$ cat config.mk
export PLATFORM = sky130hd
export DESIGN_NAME = tff_seq_ctrl
export DESIGN_NICKNAME = d
export VERILOG_FILES = /design/src/rtl/tff_seq_ctrl.sv
export SDC_FILE = /design/constraint.sdc
export NUM_CORES = 1
export LEC_CHECK = 0
export CORE_ASPECT_RATIO = 0.5
export CORE_MARGIN = 2
export CORE_UTILIZATION = 55
export DETAILED_ROUTE_END_ITERATION = 8
export MAX_ROUTING_LAYER = met4
export PLACE_DENSITY = 0.85
export SETUP_SLACK_MARGIN = 0.5
export SLEW_MARGIN = 5
export SYNTH_ARGS = -nofsm -noshare
export SYNTH_HDL_FRONTEND = slang
export SYNTH_SLANG_ARGS = --single-unit
$ cat constraint.sdc
create_clock -name clk -period 2.7 [get_ports clk]
set_input_delay 0.27 -clock clk [delete_from_list [all_inputs] [get_ports clk]]
set_output_delay 0.27 -clock clk [all_outputs]
set_load 0.1 [all_outputs]
$ cat src/rtl/tff_seq_ctrl.sv
// Command-driven sequencer for a bank of T flip-flops.
// Clears, toggles under mask, or steps the bank up/down N times.
module tff_seq_ctrl #(
  parameter int WIDTH = 4,
  parameter int CNT_W = 8
) (
  input  logic             clk,
  input  logic             clr,
  input  logic             cmd_valid,
  output logic             cmd_ready,
  input  logic [1:0]       cmd_op,
  input  logic [WIDTH-1:0] cmd_mask,
  input  logic [CNT_W-1:0] cmd_arg,
  input  logic             hold,
  output logic [WIDTH-1:0] q,
  output logic [WIDTH-1:0] t_vec,
  output logic             busy,
  output logic             done,
  output logic             wrap
);

  typedef enum logic [1:0] {
    IDLE,
    APPLY,
    RUN,
    DONE
  } state_t;

  localparam logic [1:0] OP_CLEAR = 2'b00;

  state_t           state;
  state_t           state_nxt;
  logic [1:0]       op_r;
  logic [WIDTH-1:0] mask_r;
  logic [CNT_W-1:0] rem;
  logic [CNT_W-1:0] rem_nxt;
  logic             wrap_nxt;
  logic [WIDTH-1:0] up_t;
  logic [WIDTH-1:0] dn_t;
  logic [WIDTH-1:0] lo;

  // Bit i toggles when every lower bit is 1 (up) or 0 (down).
  always_comb begin
    up_t = '0;
    dn_t = '0;
    lo   = '0;
    for (int i = 0; i < WIDTH; i++) begin
      lo      = (WIDTH'(1) << i) - WIDTH'(1);
      up_t[i] = ((q & lo) == lo);
      dn_t[i] = ((q & lo) == '0);
    end
  end

  always_comb begin
    state_nxt = state;
    rem_nxt   = rem;
    t_vec     = '0;
    wrap_nxt  = 1'b0;
    cmd_ready = (state == IDLE) && !clr;
    busy      = (state == APPLY) || (state == RUN);
    done      = (state == DONE);
    unique case (state)
      IDLE: begin
        if (cmd_valid && cmd_ready) begin
          if (!cmd_op[1]) begin
            state_nxt = APPLY;
          end else if (cmd_arg == '0) begin
            state_nxt = DONE;
          end else begin
            state_nxt = RUN;
            rem_nxt   = cmd_arg;
          end
        end
      end
      APPLY: begin
        t_vec     = (op_r == OP_CLEAR) ? q : mask_r;
        state_nxt = DONE;
      end
      RUN: begin
        if (!hold) begin
          t_vec    = op_r[0] ? dn_t : up_t;
          rem_nxt  = rem - CNT_W'(1);
          wrap_nxt = op_r[0] ? (q == '0) : (q == '1);
          if (rem == CNT_W'(1)) begin
            state_nxt = DONE;
          end
        end
      end
      DONE: begin
        state_nxt = IDLE;
      end
    endcase
  end

  always_ff @(posedge clk or posedge clr) begin
    if (clr) begin
      state  <= IDLE;
      q      <= '0;
      rem    <= '0;
      wrap   <= 1'b0;
      op_r   <= OP_CLEAR;
      mask_r <= '0;
    end else begin
      state <= state_nxt;
      q     <= q ^ t_vec;
      rem   <= rem_nxt;
      wrap  <= wrap_nxt;
      if (cmd_valid && cmd_ready) begin
        op_r   <= cmd_op;
        mask_r <= cmd_mask;
      end
    end
  end

endmodule

==> results.md <==
- The register-to-register setup slack is 0.71 ns.
- The clock net sink count is 21.
- Fill cells in the final layout number 181.
- The port buffer count is 29.
- The number of placed instances, taps included, is roughly 220.
- Summed over all layers, the global routing overflow is 0.
- The net count of the finished layout is 212.
- The highest fanout seen on the critical path is 9.
- The largest total area in the synthesized netlist belongs to sky130_fd_sc_hd__dfrtp_1.
- The clock tree from TritonCTS is yes.
- The worst pin sits at a relative slew slack of 0.438.
- Ranked by total cell area, the synthesized netlist is headed by sky130_fd_sc_hd__dfrtp_1, sky130_fd_sc_hd__mux2_1, sky130_fd_sc_hd__ha_1, sky130_fd_sc_hd__mux2i_1, sky130_fd_sc_hd__nand2_1.
- The register bit total from synthesis is 21.
- The total number of vias is 1295.
- The shortest clock period the worst path allows after layout is 2.14 ns.
- Hold repair after CTS inserted 0 buffers.
- The die covers about 3200 µm².
- The multi-input gate area in the final layout is about 950 µm².
- The buffer type at the clock tree root is sky130_fd_sc_hd__clkbuf_8.
- The number of CTS-inserted buffers is 3.
- The chip height is 40.8 µm.
- The final-layout setup total negative slack is 0 ns.
- The longest clock path from root to sink contains 2 buffers.
- The pin slew with the least headroom to its limit is 0.835 ns.
- For this run, design rule violations remaining after detail routing come to 0.
- The mean cell area of the mapped netlist is roughly 9.5 µm².
- From synthesis to final layout, the design area changed by 31.3%.
- The most used flip-flop cell after synthesis is sky130_fd_sc_hd__dfrtp_1.
- In this run the count of I/O pins placed on the die edge is 30.
- The endpoint kind of the worst setup timing path is an output pin.
- Yosys mapped the design onto 45 distinct sky130hd cell types.
- The cell count after synthesis came out at 157.
- STA classifies the critical path startpoint as a register.
- The placer's final routability congestion estimate is 0.951.
- The area of the mapped netlist is 1490 µm².
- For this configuration, the core starts out at a cell density of 0.575.
- The synthesized net count is 182.
- The sequential cell area is 533 µm².
- For this run, asynchronously set or reset flops after synthesis account for 1.00.
- The first-pass GRT wire length is 5.72 mm.
- In this run the number of H-tree levels came out at 1.
- Setup repair after global routing left no endpoint under its margin.
- The number of flops mapped to enable cells by yosys is 0.
- The total track usage is 0.250.
- The endpoint of the lowest-slack register-to-register path is rem[3]$_DFFE_PP0P_.
- The run finished with clean final reports.
- The share of synthesized area in the top cell type comes to 0.354.
- The number of antenna violations at the first check in global routing is 0.
- The clock-pin slew on the worst setup and hold paths is 0.08 ns.
- The logic depth of the worst register-to-register path is 6.
- Setup violations remaining at the end of the flow were counted as 0.
- The share of the Yosys chip area taken by registers is 0.354.
- The share of final-layout standard cells stronger than drive strength 1 is 0.199.
- The type of the most critical hold path is primary input to async pin.
- By startpoint and endpoint, the worst setup path is classified as register to output pin.
- The DRC violation total after the first TritonRoute iteration is 50.
- The clock reaches the later pin of the worst-skew pair after approximately 0.27 ns.
- For this block, the routed nets add up to 3.50 mm of wire.
- The via count normalized by instance count is 5.81.
- The number of warnings issued by yosys is 0.
- The detailed-placement wirelength estimate is 2.61 mm.
- The number of antenna diodes is 0.
- The number of iterations in the first detailed-routing pass is 4.
- Dividing the final minimum period by the clock period gives 0.792.
- The via count of the first global-routing pass came to 1158.
- The post-route non-filler standard cell count is 223.
- Clock skew on the completed layout was measured at 0.00193 ns.
- The reg-to-reg startpoint is state[0]$_DFFE_PP0P_.
- Data on the critical path is required at its endpoint by ~2.4 ns.
- The routed length per instance is 15.7 µm.
- In this run the horizontal extent of the chip is around 78 µm.
- Entering global routing, the biggest net connects 22 pins.
- The critical path data arrival time is 1.87 ns.
- The post-route antenna net violation count is 0.
- The final-report hold violation count is 0.
- The max-slew violation count is 0.
- Across the run, the number of max-cap violations was 0.
- The achievable frequency is 468 MHz.
- In this run the core area contains 13 standard-cell rows.
- The core footprint is 2590 µm².
-- worst max-delay path, cell delays in order, from the launching register on --
cell	delay, ns
sky130_fd_sc_hd__dfrtp_4	0.53
sky130_fd_sc_hd__or4b_4	0.51
sky130_fd_sc_hd__a21oi_4	0.19
sky130_fd_sc_hd__a21oi_2	0.06
sky130_fd_sc_hd__nor2b_4	0.14
sky130_fd_sc_hd__buf_12	0.18
-- worst max path at each step --
stage | start | slack (ns) | end
after global routing | q[0]$_DFF_PP0_ | 0.51 | t_vec[3]
after floorplan | q[0]$_DFF_PP0_ | 0.44 | t_vec[3]
after global placement | hold | 0.72 | t_vec[1]
final | q[0]$_DFF_PP0_ | 0.56 | t_vec[3]
after detailed placement | hold | 0.68 | state[0]$_DFFE_PP0P_
after CTS | op_r[0]$_DFFE_PP0P_ | 0.50 | t_vec[0]
-- logic make-up (layout without fill, tap and decap cells) --
kind of cell             Yosys count  in the layout  share of synthesized area
AO/OA/AOI/OAI                     39             39                      0.186
XOR/XNOR                           3              3                     0.0177
adder cells (fa/ha/maj)            7              7                     0.0589
buffers and inverters             18             47                     0.0581
flip-flops                        21             21                      0.354
multiplexers                      17             17                      0.123
AND/OR/NAND/NOR                   52             52                      0.203
-- cell usage after synthesis (2+ instances only) --
cell,n
sky130_fd_sc_hd__a31oi_1,4
sky130_fd_sc_hd__nand2b_1,4
sky130_fd_sc_hd__nor4_1,4
sky130_fd_sc_hd__nand2_1,16
sky130_fd_sc_hd__xor2_1,3
sky130_fd_sc_hd__buf_2,3
sky130_fd_sc_hd__o21ai_0,4
sky130_fd_sc_hd__nand3_1,2
sky130_fd_sc_hd__o22ai_1,2
sky130_fd_sc_hd__ha_1,7
sky130_fd_sc_hd__a21oi_1,8
sky130_fd_sc_hd__and3b_1,2
sky130_fd_sc_hd__and2_1,3
sky130_fd_sc_hd__inv_1,11
sky130_fd_sc_hd__nand4b_1,4
sky130_fd_sc_hd__a21boi_1,2
sky130_fd_sc_hd__o211ai_1,2
sky130_fd_sc_hd__dfrtp_1,21
sky130_fd_sc_hd__mux2i_1,7
sky130_fd_sc_hd__a221o_1,4
sky130_fd_sc_hd__o21ai_1,3
sky130_fd_sc_hd__mux2_1,9
sky130_fd_sc_hd__nor2b_1,4
sky130_fd_sc_hd__nor2_1,7
-- through the flow --
step                setup WS [ns]  cell area [µm²]  hold WS (ns)   util
finish                      0.562             1950         0.349  0.755
global route                0.506             1950         0.381  0.755
CTS                         0.504             1930         0.348  0.747
detailed placement          0.684             1890         0.505  0.729
global placement            0.723             1890         0.495  0.729
floorplan                   0.437             1560         0.246      -
-- layout by cell type (no fill, tap or decap), types with 6 or more instances in the layout --
master	instances
sky130_fd_sc_hd__a21oi_1	7
sky130_fd_sc_hd__buf_4	11
sky130_fd_sc_hd__clkdlybuf4s50_1	17
sky130_fd_sc_hd__dfrtp_1	17
sky130_fd_sc_hd__ha_1	6
sky130_fd_sc_hd__inv_1	11
sky130_fd_sc_hd__mux2_1	9
sky130_fd_sc_hd__mux2i_1	7
sky130_fd_sc_hd__nand2_1	15
sky130_fd_sc_hd__nor2_1	7
-- per-layer routing --
| layer | part of all wire | vias up | GRT usage |
|---|---|---|---|
| li1 | - | 631 | - |
| met1 | 0.46 | 625 | 0.301 |
| met2 | 0.49 | 35 | 0.452 |
| met3 | 0.039 | 4 | 0.0463 |
| met4 | 0.013 | 0 | 0.0804 |
| met5 | 0 | - | - |
-- registers in the layout, indices dropped and copies added (netlist names) --
name / count
mask_r: 4
op_r: 2
state: 2
rem: 8
wrap: 1
q: 4
-- cell type report --
cell class | count | area share
clock buffer | 4 | 0.0231
sequential | 21 | 0.273
timing repair buffer | 32 | 0.171
inverter | 11 | 0.0212
tap | 37 | 0.0237
multi-input combinational | 118 | 0.488
-- repair_timing --
action,4_1_cts,5_1_grt
buffers inserted,0,1
pin swaps,0,1
endpoints found under the setup margin,2,4
resized for setup,1,3
Power is not shown: default switching activity piles up to over one toggle a cycle in this logic, so the estimate is an artifact.
